--- src/rtl/matmul_sched_pkg.sv ---
// Shared types and constants for the systolic matmul block scheduler.
// The descriptor struct is sized from the default scheduler widths below.
package matmul_sched_pkg;

    localparam int SCHED_N1   = 4;
    localparam int SCHED_N2   = 4;
    localparam int LOG2_N1    = $clog2(SCHED_N1);
    localparam int LOG2_N2    = $clog2(SCHED_N2);
    localparam int DESC_MS_W  = 16;
    localparam int DESC_BLK_W = 8;

    typedef enum logic [2:0] {
        ST_IDLE  = 3'd0,
        ST_CHECK = 3'd1,
        ST_CFG   = 3'd2,
        ST_RUN   = 3'd3,
        ST_DRAIN = 3'd4,
        ST_NEXT  = 3'd5,
        ST_FIN   = 3'd6
    } sched_state_t;

    typedef struct packed {
        logic [DESC_MS_W-1:0]  m1;
        logic [DESC_MS_W-1:0]  m2;
        logic [DESC_MS_W-1:0]  block_width;
        logic [DESC_BLK_W-1:0] num_blocks;
    } desc_t;

endpackage

--- src/rtl/matmul_desc_check.sv ---
// Combinational descriptor validation and derivation of the read-controller
// configuration words from a latched job descriptor.
module matmul_desc_check
    import matmul_sched_pkg::*;
#(
    parameter int L2_N1        = LOG2_N1,
    parameter int L2_N2        = LOG2_N2,
    parameter int MATRIXSIZE_W = DESC_MS_W,
    parameter int ADDR_W_B     = 12,
    parameter int BLK_W        = DESC_BLK_W
) (
    input  desc_t                   desc,
    output logic [MATRIXSIZE_W-1:0] m1_dn1,
    output logic [MATRIXSIZE_W-1:0] bw_dn2,
    output logic [MATRIXSIZE_W-1:0] prod,
    output logic                    ok
);

    localparam int PROD_W = 2 * MATRIXSIZE_W;
    localparam int SPAN_W = BLK_W + MATRIXSIZE_W;
    localparam logic [MATRIXSIZE_W-1:0] N1_MASK = MATRIXSIZE_W'((1 << L2_N1) - 1);
    localparam logic [MATRIXSIZE_W-1:0] N2_MASK = MATRIXSIZE_W'((1 << L2_N2) - 1);

    logic [PROD_W-1:0] prod_wide;
    logic [SPAN_W-1:0] span;
    logic [BLK_W-1:0]  nb_minus1;
    logic [5:0]        reject;

    always_comb begin
        m1_dn1    = desc.m1 >> L2_N1;
        bw_dn2    = desc.block_width >> L2_N2;
        prod_wide = PROD_W'(m1_dn1) * PROD_W'(bw_dn2);
        prod      = prod_wide[MATRIXSIZE_W-1:0];
        // Offset of the last block; only meaningful when num_blocks != 0.
        nb_minus1 = desc.num_blocks - BLK_W'(1);
        span      = SPAN_W'(nb_minus1) * SPAN_W'(desc.block_width);

        reject[0] = (desc.num_blocks == '0) || (desc.m1 == '0) || (desc.block_width == '0);
        reject[1] = (desc.m2 < MATRIXSIZE_W'(2));
        reject[2] = (desc.m1 & N1_MASK) != '0;
        reject[3] = (desc.block_width & N2_MASK) != '0;
        reject[4] = prod_wide[PROD_W-1:MATRIXSIZE_W] != '0;
        reject[5] = (span >> ADDR_W_B) != '0;
        ok        = ~|reject;
    end

endmodule

--- src/rtl/matmul_block_sched.sv ---
// Job sequencer for the N1xN2 systolic matmul: validates a descriptor, then
// runs the read controller once per column block and hands each block to drain.
module matmul_block_sched
    import matmul_sched_pkg::*;
#(
    parameter int N1           = SCHED_N1,
    parameter int N2           = SCHED_N2,
    parameter int MATRIXSIZE_W = DESC_MS_W,
    parameter int ADDR_W_B     = 12,
    parameter int BLK_W        = DESC_BLK_W
) (
    input  logic                    clk,
    input  logic                    rst,
    input  logic                    start,
    input  logic                    abort,
    input  logic [MATRIXSIZE_W-1:0] M1,
    input  logic [MATRIXSIZE_W-1:0] M2,
    input  logic [MATRIXSIZE_W-1:0] BLOCK_WIDTH,
    input  logic [BLK_W-1:0]        NUM_BLOCKS,
    input  logic                    done_read_control,
    input  logic                    drain_ack,
    output logic                    core_rst,
    output logic [MATRIXSIZE_W-1:0] M2_o,
    output logic [MATRIXSIZE_W-1:0] M1dN1,
    output logic [MATRIXSIZE_W-1:0] BLOCK_WIDTHdN2,
    output logic [MATRIXSIZE_W-1:0] M1xBLOCK_WIDTHdN1xN2,
    output logic [ADDR_W_B-1:0]     b_col_base,
    output logic [BLK_W-1:0]        block_idx,
    output logic                    drain_req,
    output logic                    busy,
    output logic                    done,
    output logic                    err
);

    sched_state_t state_reg, state_next;
    desc_t        desc_reg, desc_next;

    logic [MATRIXSIZE_W-1:0] m2_reg, m2_next;
    logic [MATRIXSIZE_W-1:0] m1dn1_reg, m1dn1_next;
    logic [MATRIXSIZE_W-1:0] bwdn2_reg, bwdn2_next;
    logic [MATRIXSIZE_W-1:0] prod_reg, prod_next;
    logic [ADDR_W_B-1:0]     b_col_base_reg, b_col_base_next;
    logic [BLK_W-1:0]        block_idx_reg, block_idx_next;
    logic                    core_rst_reg, core_rst_next;
    logic                    drain_req_reg, drain_req_next;
    logic                    busy_reg, busy_next;
    logic                    done_reg, done_next;
    logic                    err_reg, err_next;

    logic [MATRIXSIZE_W-1:0] chk_m1_dn1;
    logic [MATRIXSIZE_W-1:0] chk_bw_dn2;
    logic [MATRIXSIZE_W-1:0] chk_prod;
    logic                    chk_ok;

    matmul_desc_check #(
        .L2_N1        ($clog2(N1)),
        .L2_N2        ($clog2(N2)),
        .MATRIXSIZE_W (MATRIXSIZE_W),
        .ADDR_W_B     (ADDR_W_B),
        .BLK_W        (BLK_W)
    ) u_desc_check (
        .desc   (desc_reg),
        .m1_dn1 (chk_m1_dn1),
        .bw_dn2 (chk_bw_dn2),
        .prod   (chk_prod),
        .ok     (chk_ok)
    );

    always_comb begin
        state_next      = state_reg;
        desc_next       = desc_reg;
        m2_next         = m2_reg;
        m1dn1_next      = m1dn1_reg;
        bwdn2_next      = bwdn2_reg;
        prod_next       = prod_reg;
        b_col_base_next = b_col_base_reg;
        block_idx_next  = block_idx_reg;
        err_next        = err_reg;

        // Abort wins over every other transition, including a same-cycle ack.
        if (abort && (state_reg != ST_IDLE)) begin
            state_next = ST_IDLE;
        end else begin
            case (state_reg)
                ST_IDLE: begin
                    if (start) begin
                        desc_next.m1          = M1;
                        desc_next.m2          = M2;
                        desc_next.block_width = BLOCK_WIDTH;
                        desc_next.num_blocks  = NUM_BLOCKS;
                        err_next              = 1'b0;
                        state_next            = ST_CHECK;
                    end
                end
                ST_CHECK: begin
                    if (chk_ok) begin
                        m2_next         = desc_reg.m2;
                        m1dn1_next      = chk_m1_dn1;
                        bwdn2_next      = chk_bw_dn2;
                        prod_next       = chk_prod;
                        block_idx_next  = '0;
                        b_col_base_next = '0;
                        state_next      = ST_CFG;
                    end else begin
                        err_next   = 1'b1;
                        state_next = ST_IDLE;
                    end
                end
                ST_CFG: state_next = ST_RUN;
                ST_RUN: begin
                    if (done_read_control) begin
                        state_next = ST_DRAIN;
                    end
                end
                ST_DRAIN: begin
                    if (drain_ack) begin
                        state_next = ST_NEXT;
                    end
                end
                ST_NEXT: begin
                    if (block_idx_reg == desc_reg.num_blocks - BLK_W'(1)) begin
                        state_next = ST_FIN;
                    end else begin
                        block_idx_next  = block_idx_reg + BLK_W'(1);
                        // Range of the last base address was checked up front.
                        b_col_base_next = b_col_base_reg + ADDR_W_B'(desc_reg.block_width);
                        state_next      = ST_CFG;
                    end
                end
                ST_FIN:  state_next = ST_IDLE;
                default: state_next = ST_IDLE;
            endcase
        end

        // Handshake outputs are registered decodes of the state being entered.
        core_rst_next  = (state_next != ST_RUN);
        drain_req_next = (state_next == ST_DRAIN);
        busy_next      = (state_next != ST_IDLE);
        done_next      = (state_next == ST_FIN);
    end

    always_ff @(posedge clk or posedge rst) begin
        if (rst) begin
            state_reg      <= ST_IDLE;
            desc_reg       <= '0;
            m2_reg         <= '0;
            m1dn1_reg      <= '0;
            bwdn2_reg      <= '0;
            prod_reg       <= '0;
            b_col_base_reg <= '0;
            block_idx_reg  <= '0;
            core_rst_reg   <= 1'b1;
            drain_req_reg  <= 1'b0;
            busy_reg       <= 1'b0;
            done_reg       <= 1'b0;
            err_reg        <= 1'b0;
        end else begin
            state_reg      <= state_next;
            desc_reg       <= desc_next;
            m2_reg         <= m2_next;
            m1dn1_reg      <= m1dn1_next;
            bwdn2_reg      <= bwdn2_next;
            prod_reg       <= prod_next;
            b_col_base_reg <= b_col_base_next;
            block_idx_reg  <= block_idx_next;
            core_rst_reg   <= core_rst_next;
            drain_req_reg  <= drain_req_next;
            busy_reg       <= busy_next;
            done_reg       <= done_next;
            err_reg        <= err_next;
        end
    end

    assign core_rst             = core_rst_reg;
    assign M2_o                 = m2_reg;
    assign M1dN1                = m1dn1_reg;
    assign BLOCK_WIDTHdN2       = bwdn2_reg;
    assign M1xBLOCK_WIDTHdN1xN2 = prod_reg;
    assign b_col_base           = b_col_base_reg;
    assign block_idx            = block_idx_reg;
    assign drain_req            = drain_req_reg;
    assign busy                 = busy_reg;
    assign done                 = done_reg;
    assign err                  = err_reg;

endmodule

--- config.mk ---
export PLATFORM = sky130hd
export DESIGN_NAME = matmul_block_sched
export DESIGN_NICKNAME = d
export VERILOG_FILES = /design/src/rtl/matmul_sched_pkg.sv /design/src/rtl/matmul_desc_check.sv /design/src/rtl/matmul_block_sched.sv
export SDC_FILE = /design/constraint.sdc
export NUM_CORES = 1
export LEC_CHECK = 0
export BUFFER_PORTS_ARGS = -buffer_cell sky130_fd_sc_hd__buf_2
export CAP_MARGIN = 15
export CORE_MARGIN = 4
export CORE_UTILIZATION = 50
export CTS_CLUSTER_SIZE = 12
export DETAILED_ROUTE_END_ITERATION = 10
export GPL_TIMING_DRIVEN = 1
export PLACE_DENSITY = 0.77
export SYNTH_ARGS = -nofsm -noshare
export SYNTH_HDL_FRONTEND = slang
export SYNTH_SLANG_ARGS = --single-unit
export TNS_END_PERCENT = 50
--- constraint.sdc ---
create_clock -name clk -period 9.6 [get_ports clk]
set_input_delay 1.92 -clock clk [delete_from_list [all_inputs] [get_ports clk]]
set_output_delay 1.92 -clock clk [all_outputs]
set_load 0.01 [all_outputs]
* After elaboration in Yosys (flattened, before gate mapping)
Cells that the tools add are included.
Operators by class: add/subtract/negate cells 3, multiply operators 2, magnitude comparators 1, equal/unequal tests 13, muxes and demuxes 16, bitwise operators 2, reduce and logical (&&, ||, !) cells 20
Operator list (count):
- 16-bit nonzero test | 3
- 16-bit logical NOT | 2
- 14-bit by 14-bit multiplier with 28-bit output | 1
- 8-bit by 16-bit multiplier with 24-bit output | 1
- 12-bit two-way mux | 2
- 12-bit one-hot mux with 2 select lines | 1
- 24-bit nonzero test | 1
- 3-bit one-hot mux with 6 select lines | 1
- 16-bit by 2-bit < comparator with 1-bit output, second input constant | 1
- 8-bit two-way mux | 2
- 8-bit one-hot mux with 2 select lines | 1
- 3-bit two-way mux | 5
- 12-bit adder | 1
- 3-bit == test, second input constant | 4
- 8-bit by 1-bit adder with 8-bit output, second input constant | 1
- 8-bit == test | 1
- 8-bit logical NOT | 1
- 4-bit AND reduction | 2
- 8-bit by 1-bit subtractor with 8-bit output, second input constant | 1
- 3-bit by 2-bit == test with 1-bit output, second input constant | 2
- 2-bit != test, second input constant | 3
- 3-bit AND reduction | 2
- 3-bit nonzero test | 2
- 6-bit OR reduction | 1
- 11 further kinds | 15
Word-level totals: register bits after elaboration 144, bits of input ports 62, logic and storage cells 73

* Logic depth before layout (Yosys ltp)
Gate-level depths: netlist (run 1).
word-level depth 8, gate-level depth with buffers 30, mapped depth without buffers 26

* Hierarchy
From an unflattened synthesis (run 1), not the netlist that was laid out.
Second synthesis, totals: cell total of the unflattened synthesis 1969, area, all modules 17807.1 um2
Modules (own cells, without submodules):
- matmul_desc_check | times used 1, cells an instance 1357, area each 11400.9 um2, sequential area each 0.0 um2
- matmul_block_sched | times used 1, cells an instance 612, area each 6406.1 um2, sequential area each 3704.8 um2

* Worst setup path before layout (run 1)
No wires, ideal clock.
path type register to register, from register desc_reg[0] in the netlist's numbering, to register block_idx_reg[4], in the netlist block_idx[4], library setup time 78 ps, arrival time 6934 ps, required time 9522 ps, slack 2588 ps, stages on the path, launching flop included 28, clock period less this slack 7012 ps, cells stage by stage dfrtp_1 > buf_2 > inv_1 > clkbuf_1 > ha_1 > inv_1 > nor2_1 > xor2_1 > clkbuf_1 > and2_1 > fa_1 > fa_1 > fa_1 > inv_1 > fa_1 > inv_1 > ha_1 > a21oi_1 > o21ba_2 > a2bb2oi_1 > nor3b_1 > o21a_1 > mux2i_1 > nand3_1 > nor4_4 > o21ai_2 > or4_1 > a21oi_1
Between the ends: word-level cells in the longest chain between the ends 6
Ends and longest elaborated chain:
- from (decl) | RTL line matmul_block_sched.sv:36 | desc_t desc_reg, desc_next;
- from (signal assigned) | RTL line matmul_block_sched.sv:159 | desc_reg <= desc_next;
- 8-bit by 1-bit subtractor with 8-bit output or 8-bit logical NOT (tied branches) | RTL line matmul_desc_check.sv:35, matmul_block_sched.sv:121, matmul_desc_check.sv:38
- 8-bit by 16-bit multiplier with 24-bit output or 1-bit logical OR (tied branches) | RTL line matmul_desc_check.sv:36, matmul_desc_check.sv:38
- 24-bit nonzero test or 1-bit logical OR (tied branches) | RTL line matmul_desc_check.sv:43, matmul_desc_check.sv:38
- 6-bit OR reduction | RTL line matmul_desc_check.sv:44 | ok = ~|reject;
- 2-bit != test (no line)
- 4-bit AND reduction (no line) (*)
- to (signal assigned) | RTL line matmul_block_sched.sv:165 | block_idx_reg <= block_idx_next;
- to (decl) | RTL line matmul_block_sched.sv:43 | logic [BLK_W-1:0] block_idx_reg, block_idx_next;
Mark *: on every way between the ends. The rest lies on a longest branch, timed or not. A chain may end at the register's enable or synchronous reset.

* Worst setup path after layout (run 1)
from register desc_reg[13] in the netlist's numbering, to register m1dn1_reg[9], in the netlist M1dN1[9]
Between the ends: word-level cells in the longest chain between the ends 5
Ends and longest elaborated chain:
- 8-bit by 16-bit multiplier with 24-bit output (tied with other cells) | RTL line matmul_desc_check.sv:36 | span = SPAN_W'(nb_minus1) * SPAN_W'(desc.block_width);
- 24-bit nonzero test (tied with other cells) | RTL line matmul_desc_check.sv:43 | reject[5] = (span >> ADDR_W_B) != '0;
- 6-bit OR reduction (*) | RTL line matmul_desc_check.sv:44
- 1-bit inverter (no line) (*)
- 3-bit AND reduction (no line) (*)
- to (signal assigned) | RTL line matmul_block_sched.sv:161 | m1dn1_reg <= m1dn1_next;
- to (decl) | RTL line matmul_block_sched.sv:39 | logic [MATRIXSIZE_W-1:0] m1dn1_reg, m1dn1_next;
Marks and branches as above.

==> results.md, run 1 <==
* Setup-failing EPs final at 0
* Fill count at 3036
* Reg clk slew, reported paths at 60 ps
* CTS root buf: clkbuf_16
* Total buffers and inverters traversed by the critical path at 5
* Post-detail-place hpwl at 34.0 mm
* Worst-Skew Late Latency at 440 ps
* All-Layer GR Usage at 24.4%
* Syn Inst Count at 1799
* FP Rows at 67
* 1st-iter DRT viols at 722
* Post-synth EDFFs at 0
* CTS resizes at 0
* Slew Viols, Final at 0
* Most used DFF post-synth: dfrtp_1
* Drc violations at 0
* Share of cells above drive strength 1 at 16.8%
* Reg2Reg Launch Point: desc_reg[13]
* Register area at 3600 um^2
* Routed len/inst at 18.8 um
* Mean Syn Cell Area at 9.65 um^2
* GP Congestion at 0.918
* Crit path kind: reg -> reg
* First-pass GRT wire length at 75.1 mm
* Netlist cell types at 75
* Nets@finish at 2337
* Total global routing overflow at 0
* Initial antenna violation count at 1
* Setup TNS at 0 ps
* Adder-cell share of the synthesized area at 36.5%
* Largest family of logic cells by synthesized area: adder cells
* Core Region at 33900 um^2
* Max reg flops at 56
* Worst EP required at 9920 ps
* FF+latch count, synth at 144
* Arrival time at the worst endpoint at 8920 ps
* Worst Hold Class: reg -> reg
* Final Hold Fails at 0
* Vias per cell at 5.61
* Crit path max-delay cell type: dfrtp_1
* Port Buffer Count at 146
* Antenna viol nets, final at 0
* Crit-path most repeated cell: fa_1
* Max transition margin at 28.1%
* Post-route clock period utilization at 89.6%
* Commonest non-fill, non-tap cell in the layout: inv_1
* Drt total wl at 44.4 mm
* Worst Hold Depth at 2
* Number of global-route vias before repair at 14710
* CP Capture Type: register
* Worst R2R End: M1dN1[9]
* Initial Util at 51.3%
* Die height at 194 um
* Maximum root-to-sink buffer count at 2
* Hold Startpoint: M1xBLOCK_WIDTHdN1xN2[9]
* Diode count at 0
* Number of synthesis warnings at 0
* Setup Skew at 12.4 ps
* Sink Count at 144
* Area Growth Syn to Fin at 9.72%
* Largest net degree at the start of global routing at 75
* Die footprint at 37800 um^2
* Largest delay share family, worst path: adder cells
* Worst-path fanout max at 37
* CTS Hold Bufs at 0
* Status: complete, no violations
* R2R setup slack at 1000 ps
* Mapped cell area at 17400 um^2
* Max Clk Rate at 116 MHz
* H-Tree Depth at 4
* Min Tclk post-route at 8600 ps
* TritonCTS clock tree: yes
* Mux share of post-synthesis cell area at 7.15%
* Die width at 194 um
* Slowest stage delay, CP at 1060 ps
* Cts bufs inserted at 17
* Vias at 13259
* Postcts setup bufs at 0
* Least-Margin Pin Slew at 1080 ps
* Startpoint types: register
* Post-synthesis compound-gate area fraction at 7.92%
* Sequential-to-total area share from yosys stat at 20.8%
* RSZ-0062 raised after global routing: false
* Reg2reg path depth at 23
* Asr flop ratio synth at 100%
* Worst path cell trace: and2_1 > fa_1 > inv_1 > fa_1 > fa_1 > fa_1 > inv_1 > fa_1 > inv_1 > fa_1 > inv_1 > ha_1 > a21oi_1 > nand2b_1 > o21ai_2 > o211ai_1 > nor2b_1 > nor4_1 > o21ai_1 > nor4_1 > nand2_2 > buf_4 > mux2_2
* Max_cap viols at 0
* Area of the multi-input gates at 12400 um^2
* Drt first pass iters at 5
* Most frequent cells in the layout: inv_1 (279), fa_1 (225), and2_1 (177), nand2_1 (162)
* IO Pins at 151
* Simple-gate area share of the yosys netlist at 17.1%
* Synth Area in XOR/XNOR at 2.67%
* Worst Hold End: M1xBLOCK_WIDTHdN1xN2[9]
==> metrics by stage <==
step | hold WS [ps] | utilization, % | setup slack (ps) | area [um^2] | cells
final | 483 | 56.3 | 1000 | 19100 | 2364
after global routing | 508 | 56.3 | 409 | 19100 | 2364
after CTS | 489 | 56.3 | 1050 | 19100 | 2364
after detailed placement | 476 | 54.6 | 1090 | 18500 | 2333
after global placement | 464 | 54.6 | 1290 | 18500 | 2333
after floorplan | 477 | - | 2590 | 17400 | 1802
==> layout make-up <==
class	count	share of cell area (%)
flip-flops and latches	144	18.9
clock inverters	10	0.565
inverters	280	5.54
clock buffers	21	2.31
multi-input cells	1294	65.1
repair buffers	167	4.66
well taps	448	2.94
==> cells in the mapped netlist, drive strengths merged, types with 4 or more instances <==
cell type	instances	area [um^2]
a211oi	13	103
nand3	13	65.1
xor2	29	254
mux2	104	1170
nand4	17	113
inv	280	1050
fa	225	4500
nand2	163	612
clkbuf	72	270
o2111a	4	45.0
o31ai	10	75.1
dfrtp	143	3580
o21bai	4	30.0
nor2b	45	282
or3	4	25.0
mux2i	7	70.1
o21ai	48	255
xnor2	24	210
nor2	40	150
o211ai	8	60.1
a21o	18	135
o21a	8	60.1
or2	5	31.3
a22o	5	43.8
ha	146	1830
and3	9	56.3
buf	12	62.6
nor3	10	55.1
a21oi	59	295
nor4	23	174
nand2b	22	138
a31oi	6	37.5
and2	177	1110
==> worst max path at each step <==
| stage | startpoint | to | slack [ps] | cells after the start |
|---|---|---|---|---|
| after detailed placement | desc_reg[0] | BLOCK_WIDTHdN2[2] | 1090 | 25 |
| after global routing | desc_reg[0] | M1dN1[9] | 410 | 25 |
| after CTS | desc_reg[13] | M1dN1[9] | 1050 | 23 |
| after global placement | desc_reg[12] | M1dN1[7] | 1290 | 22 |
| after floorplan | desc_reg[0] | block_idx[4] | 2590 | 27 |
| final | desc_reg[13] | M1dN1[9] | 1000 | 23 |
==> logic make-up (layout without fill, tap and decap cells) <==
kind of cell	after synthesis	after routing
AND/OR/NAND/NOR	546	546
adder cells (fa/ha/maj)	371	371
buffers and inverters	364	478
AO/OA/AOI/OAI	209	209
flip-flops	144	144
multiplexers	111	111
XOR/XNOR	53	53
other	1	4
==> worst reg2reg max path, cell delays in order, from the launching register on <==
cell	delay [ps]
dfrtp_1	1060
and2_1	290
fa_1	430
inv_1	80
fa_1	430
fa_1	530
fa_1	550
inv_1	50
fa_1	470
inv_1	50
fa_1	480
inv_1	40
ha_1	320
a21oi_1	220
nand2b_1	110
o21ai_2	230
o211ai_1	330
nor2b_1	260
nor4_1	280
o21ai_1	230
nor4_1	510
nand2_2	700
buf_4	510
mux2_2	340
==> layer usage <==
metal / share of wire, % / vias to the layer above / track usage (%)
li1: - / 5994 / -
met1: 41 / 6743 / 30.9
met2: 51 / 415 / 42.9
met3: 5.2 / 107 / 3.67
met4: 3.0 / 0 / 8.46
met5: 0 / - / 0
Power of run 1 is not shown: default switching activity piles up to over one toggle a cycle in this logic, so the estimate is an artifact.
==> run 2, diff against run 1 <==
Settings changed: SYNTH_HIERARCHICAL from default to 1.
==> results.md, run 2 <==
* Sequential-to-total area share from yosys stat at 20.8% (+0.050 points)
* R2R setup slack at 720 ps (-280 ps)
* Syn Inst Count at 1969 (+9.4%)
* Antenna viol nets, final at 0 (unchanged)
* Share of cells above drive strength 1 at 14.4% (-2.4 points)
* Non-Filler Instances at 2520 (+6.6%)
* Place WS at 885 ps (-202 ps)
* Placed insts at 2487 (+6.6%)
* Synth top area cells: fa_1 (25%), dfrtp_1 (21%), ha_1 (10%), nand2_1 (7.3%), and2_1 (6.4%)
* Fin worst setup slack at 722 ps (-279 ps)
* Die footprint at 38700 um^2 (+2.4%)
* Die width at 197 um (+1.2%)
* Slew Viols, Final at 0 (unchanged)
* Final Hold Fails at 0 (unchanged)
* Post-detail-place hpwl at 36.7 mm (+8.0%)
* TritonCTS clock tree: yes
* FP Rows at 68 (+1.5%)
* Mapped cell area at 17800 um^2 (+2.5%)
* Number of global-route vias before repair at 15187 (+3.2%)
* Cts bufs inserted at 17 (unchanged)
* Vias at 13842 (+4.4%)
* Most used DFF post-synth: dfrtp_1
* Postcts setup bufs at 0 (unchanged)
* Status: complete, no violations
* Area Growth Syn to Fin at 9.09%
* Post-synth EDFFs at 0 (unchanged)
* CTS Hold Bufs at 0 (unchanged)
* H-Tree Depth at 4 (unchanged)
* Fill count at 3103 (+2.2%)
* Max transition margin at 33.6% (+5.5 points)
* Worst-Skew Late Latency at 440 ps (about the same)
* Worst EP required at 9930 ps (about the same)
* Setup TNS at 0 ps (unchanged)
* Drt total wl at 47.6 mm (+7.3%)
* Setup-failing EPs final at 0 (unchanged)
* CTS resizes at 0 (unchanged)
* Reg clk slew, reported paths at 70 ps (about the same)
* Total global routing overflow at 0 (unchanged)
* Final instance area at 19400 um^2 (+1.9%)
* Max reg flops at 56 (unchanged)
* FF+latch count, synth at 148 (+2.8%)
* Largest delay share family, worst path: simple AND/OR/NAND/NOR gates
* Max_cap viols at 0 (unchanged)
* Least-Margin Pin Slew at 994 ps (-84.9 ps)
* Share of the synthesized area in the top cell type at 25.3% (-0.64 points)
* Worst Hold Class: reg -> reg
* Placed inst area at 18800 um^2 (+1.4%)
* Initial antenna violation count at 3 (+2)
* Vias per cell at 5.49 (-2.1%)
* Total buffers and inverters traversed by the critical path at 5 (unchanged)
* Most common cell in the synthesized netlist: nand2_1
* CTS root buf: clkbuf_16
* CP Capture Type: register
* First-pass GRT wire length at 79.0 mm (+5.2%)
* Crit path kind: reg -> reg
* Maximum root-to-sink buffer count at 2 (unchanged)
* Post-synth top area cell: fa_1
* Routed len/inst at 18.9 um (+0.64%)
* Startpoint types: register
* Core Region at 34800 um^2 (+2.7%)
* Nets@finish at 2485 (+6.3%)
* Asr flop ratio synth at 100% (unchanged)
* Slowest stage delay, CP at 620 ps (-440 ps)
* RSZ-0062 raised after global routing: false
* All-Layer GR Usage at 25.3% (+0.87 points)
* Sink Count at 148 (+2.8%)
* 1st-iter DRT viols at 972 (+35%)
* Most frequent cells in the layout: nand2_1 (344), inv_1 (269), fa_1 (225), and2_1 (183), buf_2 (150)
* Initial Util at 51.2% (-0.11 points)
* Largest net degree at the start of global routing at 107 (+43%)
* Worst-path fanout max at 20 (-46%)
* Crit path max-delay cell type: or3_1
* GP Congestion at 0.939 (+2.3%)
* Min Tclk post-route at 8880 ps (+279 ps)
* Number of synthesis warnings at 6 (+6)
* Arrival time at the worst endpoint at 9210 ps (+290 ps)
* Max Clk Rate at 113 MHz (-3.1%)
* IO Pins at 151 (unchanged)
* Commonest non-fill, non-tap cell in the layout: nand2_1
* Port Buffer Count at 150 (+2.7%)
* Drt first pass iters at 6 (+1)
* Die height at 197 um (+1.2%)
* Drc violations at 0 (unchanged)
* Setup Skew at 16.8 ps (+4.40 ps)
* Post-route clock period utilization at 92.5% (+2.9 points)
* Mean Syn Cell Area at 9.04 um^2 (-6.3%)
* Synth top cells by count: nand2_1 (344), inv_1 (270), fa_1 (225)
* Netlist cell types at 83 (+11%)
run 2: changes by cell type after synthesis, sizes merged, moves of 8 or more:
cell,before,now
buf,12,43
inv,280,272
mux2,104,55
nand2,163,344
nand3,13,26
nor2,40,62
o21ai,48,56
xnor2,24,33
xor2,29,16
run 2: per-layer routing:
metal | vias to the layer above | global-route usage (%) | wire, um | share of wire [%]
met5 | - | 0 | 21 | 0.044
li1 | 6351 | - | - | -
met4 | 4 | 7.06 | 1130 | 2.4
met2 | 485 | 41.9 | 22600 | 47
met3 | 75 | 5.66 | 3700 | 7.8
met1 | 6927 | 33.8 | 20200 | 42
run 2: tightest hold or removal path, stage by stage, from the launching register on:
cell and delay (ps):
dfrtp_1 340, nand2_1 50, nand2_1 50
run 2: path summary, 6_finish.rpt:
kind                                         start                       to  cells past startpoint
max                                    desc_reg[0]           b_col_base[11]                     29
min                        M1xBLOCK_WIDTHdN1xN2[4]  M1xBLOCK_WIDTHdN1xN2[4]                      2
max reg2reg                            desc_reg[0]           b_col_base[11]                     29
min reg2reg                M1xBLOCK_WIDTHdN1xN2[4]  M1xBLOCK_WIDTHdN1xN2[4]                      2
max in group asynchronous                      rst             desc_reg[44]                      3
min in group asynchronous                      rst       BLOCK_WIDTHdN2[14]                      2
run 2: cells by family after synthesis:
logic type / after synthesis / synth area share (%)
other: 1 / 0.0211
adder cells (fa/ha/maj): 372 / 35.6
AO/OA/AOI/OAI: 195 / 7.22
XOR/XNOR: 50 / 2.54
buffers and inverters: 392 / 9.27
multiplexers: 59 / 3.70
flip-flops: 148 / 20.8
AND/OR/NAND/NOR: 752 / 20.8
run 2: final cells by class:
| cell class | instances | area, um^2 | area share [%] |
|---|---|---|---|
| Clock buffer | 18 | 439 | 2.26 |
| Clock inverter | 14 | 218 | 1.12 |
| Multi-Input combinational cell | 1432 | 12500 | 64.2 |
| Timing Repair Buffer | 180 | 988 | 5.09 |
| Antenna cell | 1 | 2.50 | 0.0129 |
| Sequential cell | 148 | 3700 | 19.1 |
| Inverter | 272 | 1030 | 5.28 |
| Tap cell | 455 | 569 | 2.93 |
run 2: metrics by stage:
step,hold slack [ps],util [%]
floorplan,435,-
global placement,446,53.9
detailed placement,457,53.9
CTS,475,55.8
global route,491,55.8
finish,467,55.8
Power of run 2 is left out for the same reason.
